<file path="config.mk">
export PLATFORM = sky130hd
export DESIGN_NAME = fetch_stage
export DESIGN_NICKNAME = d
export VERILOG_FILES = /design/src/rtl/fetch_stage_pkg.sv /design/src/rtl/fetch_stage_if_id_reg.sv /design/src/rtl/fetch_stage.sv
export SDC_FILE = /design/constraint.sdc
export NUM_CORES = 1
export LEC_CHECK = 0
export BUFFER_PORTS_ARGS = -buffer_cell sky130_fd_sc_hd__buf_2
export CORE_ASPECT_RATIO = 1.1
export CORE_MARGIN = 2
export CORE_UTILIZATION = 50
export DETAILED_ROUTE_END_ITERATION = 10
export PLACE_DENSITY = 0.85
export SETUP_SLACK_MARGIN = 0.5
export SYNTH_ARGS = -nofsm -noshare
export SYNTH_HDL_FRONTEND = slang
export SYNTH_HIERARCHICAL = 1
export SYNTH_SLANG_ARGS = --single-unit
</file>
<file path="constraint.sdc">
create_clock -name clk -period 3.5 [get_ports clk]
set_input_delay 0.35 -clock clk [delete_from_list [all_inputs] [get_ports clk]]
set_output_delay 0.35 -clock clk [all_outputs]
set_load 0.01 [all_outputs]
</file>
<file path="src/rtl/fetch_stage_pkg.sv">
// Shared constants and types for the instruction-fetch stage.
package fetch_stage_pkg;

  localparam int DataBusBits  = 32;
  localparam int InstrBusBits = 32;

  // addi x0,x0,0 -- the canonical bubble written into IF/ID
  localparam logic [InstrBusBits-1:0] NopInstr = 32'h0000_0013;

  typedef enum logic {
    ST_RUN    = 1'b0,
    ST_HALTED = 1'b1
  } fetch_state_e;

endpackage : fetch_stage_pkg

</file>
<file path="src/rtl/fetch_stage_if_id_reg.sv">
// IF/ID pipeline register: flush beats stall, stall beats bubble, else capture.
module if_id_reg
  import fetch_stage_pkg::*;
#(
  parameter logic [InstrBusBits-1:0] NOP_INSTR = NopInstr
) (
  input  logic                    clk_i,
  input  logic                    rst_i,
  input  logic                    flush_i,
  input  logic                    stall_i,
  input  logic                    bubble_i,
  input  logic [InstrBusBits-1:0] instr_i,
  input  logic [DataBusBits-1:0]  pc_i,
  output logic [InstrBusBits-1:0] instr_o,
  output logic [DataBusBits-1:0]  pc_o,
  output logic                    valid_o,
  output logic                    capture_o
);

  logic [InstrBusBits-1:0] instr_q, instr_d;
  logic [DataBusBits-1:0]  pc_q, pc_d;
  logic                    valid_q, valid_d;

  // Next-state selection for the pipeline register fields.
  always_comb begin
    // NOTE: every field gets its hold value first so no path leaves it
    // unassigned, which would otherwise infer a latch.
    instr_d   = instr_q;
    pc_d      = pc_q;
    valid_d   = valid_q;
    capture_o = 1'b0;
    if (flush_i) begin
      instr_d = NOP_INSTR;
      valid_d = 1'b0;
    end else if (stall_i) begin
      // hold everything
    end else if (bubble_i) begin
      instr_d = NOP_INSTR;
      valid_d = 1'b0;
    end else begin
      instr_d   = instr_i;
      pc_d      = pc_i;
      valid_d   = 1'b1;
      capture_o = 1'b1;
    end
  end

  // Register the IF/ID fields; reset leaves a bubble at PC 0.
  always_ff @(posedge clk_i or posedge rst_i) begin
    // NOTE: state registers use non-blocking assignment so every flop samples
    // pre-edge values regardless of block ordering.
    if (rst_i) begin
      instr_q <= NOP_INSTR;
      pc_q    <= '0;
      valid_q <= 1'b0;
    end else begin
      instr_q <= instr_d;
      pc_q    <= pc_d;
      valid_q <= valid_d;
    end
  end

  assign instr_o = instr_q;
  assign pc_o    = pc_q;
  assign valid_o = valid_q;

endmodule : if_id_reg

</file>
<file path="src/rtl/fetch_stage.sv">
// Instruction-fetch stage: PC, RUN/HALTED FSM, fetch counter, IF/ID register.
// Optional feature: define FETCH_MISALIGN_CHECK_EN to add misalign_exc, which
// traps redirects to non-word-aligned targets and bubbles IF/ID until cleared.
module fetch_stage
  import fetch_stage_pkg::*;
#(
  parameter logic [DataBusBits-1:0]  RESET_PC  = '0,
  parameter logic [InstrBusBits-1:0] NOP_INSTR = NopInstr
) (
  input  logic                    clk,
  input  logic                    rst,
  input  logic                    stall,
  input  logic                    flush,
  input  logic                    redirect,
  input  logic [DataBusBits-1:0]  redirect_pc,
  input  logic                    halt_req,
  input  logic                    resume,
  output logic [DataBusBits-1:0]  imem_addr,
  input  logic [InstrBusBits-1:0] imem_instr,
  output logic [InstrBusBits-1:0] if_id_instr,
  output logic [DataBusBits-1:0]  if_id_pc,
  output logic                    if_id_valid,
  output logic                    halted,
`ifdef FETCH_MISALIGN_CHECK_EN
  output logic                    misalign_exc,
`endif
  output logic [31:0]             fetch_count
);

  fetch_state_e           state_q, state_d;
  logic [DataBusBits-1:0] pc_q, pc_d;
  logic [31:0]            fetch_count_q, fetch_count_d;
  logic                   fetch_hold;
  logic                   capture;

`ifdef FETCH_MISALIGN_CHECK_EN
  logic misalign_q, misalign_d;

  // An aligned redirect clears the trap, a misaligned one sets it.
  always_comb begin
    misalign_d = misalign_q;
    if (redirect) misalign_d = (redirect_pc[1:0] != 2'b00);
  end

  // Trap flag register.
  always_ff @(posedge clk or posedge rst) begin
    if (rst) misalign_q <= 1'b0;
    else     misalign_q <= misalign_d;
  end

  assign misalign_exc = misalign_q;
  // Halting, a same-cycle halt request, or a pending trap freezes fetch.
  assign fetch_hold = (state_q == ST_HALTED) || halt_req || misalign_q;
`else
  // Halting or a same-cycle halt request freezes fetch.
  assign fetch_hold = (state_q == ST_HALTED) || halt_req;
`endif

  // RUN/HALTED transitions; stall masks a halt request, halt beats resume.
  always_comb begin
    state_d = state_q;
    case (state_q)
      ST_RUN:    if (halt_req && !stall) state_d = ST_HALTED;
      ST_HALTED: if (resume)             state_d = ST_RUN;
      default:                           state_d = ST_RUN;
    endcase
  end

  // PC next value: redirect, then stall, then halt, else sequential.
  always_comb begin
    pc_d = pc_q;
    if (redirect)                   pc_d = redirect_pc;
    else if (!stall && !fetch_hold) pc_d = pc_q + DataBusBits'(4);
  end

  // Count every valid instruction written into IF/ID; wraps naturally.
  always_comb begin
    fetch_count_d = fetch_count_q;
    if (capture) fetch_count_d = fetch_count_q + 32'd1;
  end

  // State, PC and counter registers.
  always_ff @(posedge clk or posedge rst) begin
    if (rst) begin
      state_q       <= ST_RUN;
      pc_q          <= RESET_PC;
      fetch_count_q <= '0;
    end else begin
      state_q       <= state_d;
      pc_q          <= pc_d;
      fetch_count_q <= fetch_count_d;
    end
  end

  if_id_reg #(
    .NOP_INSTR (NOP_INSTR)
  ) u_if_id_reg (
    .clk_i     (clk),
    .rst_i     (rst),
    .flush_i   (flush | redirect),
    .stall_i   (stall),
    .bubble_i  (fetch_hold),
    .instr_i   (imem_instr),
    .pc_i      (pc_q),
    .instr_o   (if_id_instr),
    .pc_o      (if_id_pc),
    .valid_o   (if_id_valid),
    .capture_o (capture)
  );

  assign imem_addr   = pc_q;
  assign halted      = (state_q == ST_HALTED);
  assign fetch_count = fetch_count_q;

endmodule : fetch_stage

</file>
==> results.yml, run 1 <==
layout:
  layout.nets: 825
  drive_above_1_share: 0.387
  area_growth_pct: 27.4
  postLayoutCoreUtil: 0.649
  final_cells: 918
placement:
  numPortBuffers: 200
  place_inst: 887
  place_congestion: 0.864
  pre_cts_slack_ns: 0.756
  hpwl_um: 11100
floorplan:
  die_x_um: 109
  rows: 42
  start_util: 0.509
  die_h_um: 120
  ios: 201
  core_area_sq_um: 12000
  die_area_sq_um: 13100
setup_path:
  worst-r2r-cell-count: 6
  cp_cell_sequence: "or2_2 > nor3_4 > nand4_1 > or4_1 > nor4_1 > xor2_1"
  cpMaxStageDelayCell: "or4_1"
  rrSetupSlack_ns: 0.78
  critPathKind: "reg -> reg"
  rr_endpoint: "fetch_count[22]$_DFFE_PP0P_"
  worstPathRequired_ns: 3.83
  crit_path_end: "fetch_count[22]$_DFFE_PP0P_"
  crit_start: "halted$_DFF_PP0_"
  arrival_ns: 3.06
  cp_max_fo: 34
  worstSetupEndpointType: "register"
  start_kind: "register"
  critical-path-max-stage-delay_ns: 0.59
  reg2reg_from: "halted$_DFF_PP0_"
timing:
  min_period_ns: 2.72
  tightest_slew_ns: 0.984
  whs_ns: 0.116
  fin_ws_ns: 0.776
  skew_ns: 0.00725
  slew_headroom: 0.343
  final_hold_viol_count: 0
  tns_ns: 0
  slew_violations: 0
  rsz0062_at_grt: "false"
  period_share: 0.778
  max_freq_mhz: 367
  setup_viol: 0
global_route:
  globalRouteOverflowTotal: 0
  antenna_found_initial: 2
  grt_max_degree: 44
  grt_pass1_wl_um: 25500
  grt_usage: 0.251
  grt_pass1_vias: 5137
pwr:
  powerDensity_nw_per_um2: 550
  p_leak_nw: 3.68
  combPwrFrac: 0.154
  clock_power_share: 0.418
  ir_worst_vdd_mv: 0.333
  p_int_w: 0.00314
  sw_frac_of_total: 0.265
  p_sw_w: 0.00113
  seq_power_share: 0.428
yosys:
  syn_inst: 557
  synth.top_cell.area_share: 0.521
  seq_area_frac_synth: 0.534
  yosysMostFrequentCell: "dfrtp_1"
  syn_area_per_cell_sq_um: 10.9
  async_flop_share: 1.00
  synth.top_cells.by_count: "dfrtp_1, nand2_1, a21oi_1, xnor2_1"
  synth.top_cells.by_area: "dfrtp_1, mux2_2, nand2_1"
  synthDistinctLibCells: 47
  synth_area_sq_um: 6100
  syn-num-nets: 630
  synth-main-ff-cell: "dfrtp_1"
  yosys_register_bits: 130
  ys_warn_count: 6
  synth_top_area_cell: "dfrtp_1"
  synth-edff-count: 0
detailed_routing:
  drt-vias-per-instance: 5.65
  route.vias.total: 5190
  wl_um: 16000
  drc_errors: 0
  wl_per_cell_um: 17.5
  firstDrtPassIters: 6
  antenna_left: 0
  drt_iter0_markers: 427
clock_network:
  cts_buffer_depth: 2
  post-cts-setup-buffer-count: 0
  cts_buffers: 17
  clkSlewWorstSetupHoldPaths_ns: 0.06
  clock-sinks: 130
  clk_latency_ns: 0.41
  cts_resized: 0
  cts_tree: "yes"
  htreeDepth: 4
  cts_hold_buf: 0
  cts_root_buf: "clkbuf_16"
job:
  maxCapViolations: 0
status:
  status: "completed"
min_path:
  hp-class: "in -> reg"
## how the worst min path moves through the flow
stage                                  endpoint                   startpoint  slack [ns]  cells after the start
finish                         halted$_DFF_PP0_                       resume        0.12                      2
detailed placement  fetch_count[31]$_DFFE_PP0P_  fetch_count[31]$_DFFE_PP0P_        0.48                      1
global route                   halted$_DFF_PP0_                       resume        0.11                      2
floorplan                      halted$_DFF_PP0_                       resume        0.44                      1
CTS                            halted$_DFF_PP0_                       resume        0.11                      2
global placement    fetch_count[31]$_DFFE_PP0P_  fetch_count[31]$_DFFE_PP0P_        0.46                      1
## cell type report
class	count	area, sq um
multi-input cells	384	2620
diodes	1	2.50
repair buffers	209	1070
inverters	10	37.5
flip-flops and latches	130	3260
clock inverters	10	135
fillers	931	4210
clock buffers	20	457
well taps	154	193
## cells by family after synthesis
kind of cell             Yosys count  share of synthesized area
AND/OR/NAND/NOR                  225                      0.216
AO/OA/AOI/OAI                     80                     0.0784
buffers and inverters             43                     0.0361
XOR/XNOR                          40                     0.0574
adder cells (fa/ha/maj)            2                    0.00410
multiplexers                      37                     0.0741
flip-flops                       130                      0.534
## worst max-delay path: cells and delay by family, from the launching register on
kind          cells  cell delay [ns]
xor+xnor          1             0.18
simple gates      5             2.03
flops             1             0.45
## per-layer routing
layer	vias up	GRT usage	wire length, um
met4	2	0.106	444
met5	-	0	13
met1	2517	0.321	6460
met3	40	0.0668	1100
li1	2394	-	-
met2	237	0.401	8000
## cells in the final DEF (no fill, tap or decap), types with 10 or more instances in the layout
cell	count
buf_2	200
a21oi_1	30
o31ai_1	10
nand4_1	21
a31oi_1	13
o21ai_0	15
xnor2_1	27
mux2_2	25
clkbuf_16	17
nor2_1	16
or3b_1	20
mux2_4	10
xor2_1	13
dfrtp_1	127
nand2_1	63
nand3_1	25
or4_1	15
## registers in the layout, summed over array words and instances, names as in the netlist
register,cells
imem_addr,32
u_if_id_reg/pc_o,32
fetch_count,32
u_if_id_reg/valid_o,1
u_if_id_reg/instr_o,32
halted,1
## power by group through the flow
stage,clock network [W],logic (W),registers (W)
2_1_floorplan,0,0.000297,0.00190
3_3_place_gp,0,0.000637,0.00184
3_5_place_dp,0,0.000659,0.00185
4_1_cts,0.00181,0.000665,0.00183
5_1_grt,0.00188,0.000721,0.00185
6_report,0.00179,0.000657,0.00183
## stage by stage
| step | instance area [sq um] | total power, W |
|---|---|---|
| finish | 7770 | 0.00428 |
| global route | 7770 | 0.00446 |
| CTS | 7770 | 0.00430 |
| detailed placement | 7180 | 0.00251 |
| global placement | 7180 | 0.00247 |
| floorplan | 6100 | 0.00220 |
Note: power is estimated with default switching activity, not from simulation.
==> inputs of run 2 (changes only) <==
- clock period: 3.5 -> 2.7 ns (I/O delays scaled with it)
==> run 2 against run 1 <==
Against the previous run: flip-flop and latch count did not move; hold slack got worse by 0.095 ns; first-iteration DRC count down 8.7%; sequential share of layout area decreased by 1.6 points; combinational power is 33% higher; routed wire length increased by 3.9%; critical path type unchanged.
==> results.yml, run 2 (synthesis results as in run 1) <==
global_route:
  grt_usage: 0.265
  antenna_found_initial: 1
  grt_pass1_wl_um: 26800
  grt_max_degree: 67
  grt_pass1_vias: 5252
  globalRouteOverflowTotal: 0
placement:
  numPortBuffers: 200
  place_congestion: 0.917
  hpwl_um: 11600
  pre_cts_slack_ns: 0.0338
pwr:
  p_leak_nw: 3.83
  powerDensity_nw_per_um2: 690
  ir_worst_vdd_mv: 0.481
timing:
  skew_ns: 0.0118
  final_hold_viol_count: 0
  tightest_slew_ns: 0.859
  setup_viol: 0
  tns_ns: 0
  slew_headroom: 0.427
  min_period_ns: 2.15
  period_share: 0.796
  fin_ws_ns: 0.550
  max_freq_mhz: 465
  rsz0062_at_grt: "true"
  slew_violations: 0
floorplan:
  die_area_sq_um: 13100
  start_util: 0.509
  ios: 201
  die_x_um: 109
  core_area_sq_um: 12000
  rows: 42
  die_h_um: 120
clock_network:
  cts_root_buf: "clkbuf_16"
  clkSlewWorstSetupHoldPaths_ns: 0.06
  cts_buffer_depth: 2
  clk_latency_ns: 0.41
  htreeDepth: 4
  cts_tree: "yes"
  cts_buffers: 17
  clock-sinks: 130
min_path:
  hp-class: "in -> reg"
detailed_routing:
  antenna_left: 0
  firstDrtPassIters: 5
  drc_errors: 0
  drt_iter0_markers: 390
  route.vias.total: 5344
  wl_per_cell_um: 17.6
  drt-vias-per-instance: 5.66
  wl_um: 16600
setup_path:
  cp_cell_sequence: "or2_4 > nor3_4 > buf_4 > nand4_1 > or4_4 > nor4_4 > xor2_1"
  critPathKind: "reg -> reg"
  cpMaxStageDelayCell: "or4_4"
  worstSetupEndpointType: "register"
  worstPathRequired_ns: 3.02
  cp_max_fo: 6
  cp_num_buf_inv: 1
  start_kind: "register"
  crit_family: "simple AND/OR/NAND/NOR gates"
  arrival_ns: 2.48
  critical-path-max-stage-delay_ns: 0.53
layout:
  drive_above_1_share: 0.428
  layout_commonest_cell: "buf_2"
  area_growth_pct: 32.6
  postLayoutCoreUtil: 0.675
  layout.nets: 850
  mostFrequentLayoutCells: "buf_2, dfrtp_1, nand2_1, buf_4, a21oi_1"
status:
  status: "completed"
job:
  maxCapViolations: 0
## run 2: cell types whose count changed in the layout (fill, tap and decap cells not counted), moves of 3 or more
cell	change
clkinvlp_4	+3
nor3_1	-3
nand2_1	-3
nand3_1	-3
nand2_2	+3
buf_4	+23
## run 2: worst paths after layout
check | start | to | slack [ns] | cells past startpoint
max | halted$_DFF_PP0_ | fetch_count[22]$_DFFE_PP0P_ | 0.55 | 7
max reg2reg | halted$_DFF_PP0_ | fetch_count[22]$_DFFE_PP0P_ | 0.55 | 7
min in group asynchronous | rst | u_if_id_reg/pc_o[17]$_DFFE_PP0P_ | 0.45 | 3
max in group asynchronous | rst | imem_addr[26]$_DFFE_PP0P_ | 1.46 | 4
min reg2reg | fetch_count[31]$_DFFE_PP0P_ | fetch_count[31]$_DFFE_PP0P_ | 0.48 | 1
min | resume | halted$_DFF_PP0_ | 0.02 | 2
## run 2: cell type report
cell class	instances	area (sq um)
well taps	154	193
repair buffers	233	1250
fillers	883	3900
clock inverters	13	161
inverters	10	37.5
clock buffers	19	443
diodes	1	2.50
multi-input cells	385	2740
flip-flops and latches	130	3260
## run 2: per-layer routing
layer | vias up | share of wire | GRT usage
met3 | 48 | 0.061 | 0.0489
li1 | 2467 | - | -
met4 | 0 | 0.036 | 0.135
met2 | 231 | 0.50 | 0.443
met5 | - | 0 | 0
met1 | 2598 | 0.40 | 0.326
## run 2: per-stage QoR
| stage | power, W | cells | area (sq um) | hold WS, ns |
|---|---|---|---|---|
| after floorplan | 0.00286 | 557 | 6200 | 0.359 |
| after global placement | 0.00321 | 893 | 7280 | 0.323 |
| after detailed placement | 0.00325 | 893 | 7280 | 0.336 |
| after CTS | 0.00561 | 943 | 8050 | 0.0117 |
| after global routing | 0.00581 | 944 | 8080 | 0.0106 |
| final | 0.00558 | 945 | 8090 | 0.0209 |
## run 2: timing repair
action	in CTS	in global routing
setup endpoints to repair	32	15
gates cloned	1	0
hold endpoints to repair	47	0
buffers inserted	16	1
resized for setup	6	3
pin swaps	8	3
hold buffers	1	0
## run 2: power breakdown
part | internal (W) | switching, W | total (W)
clock | 0.00148 | 0.000861 | 0.00234
combinational | 0.000432 | 0.000444 | 0.000876
sequential | 0.00217 | 0.000190 | 0.00236
total | 0.00408 | 0.00149 | 0.00558
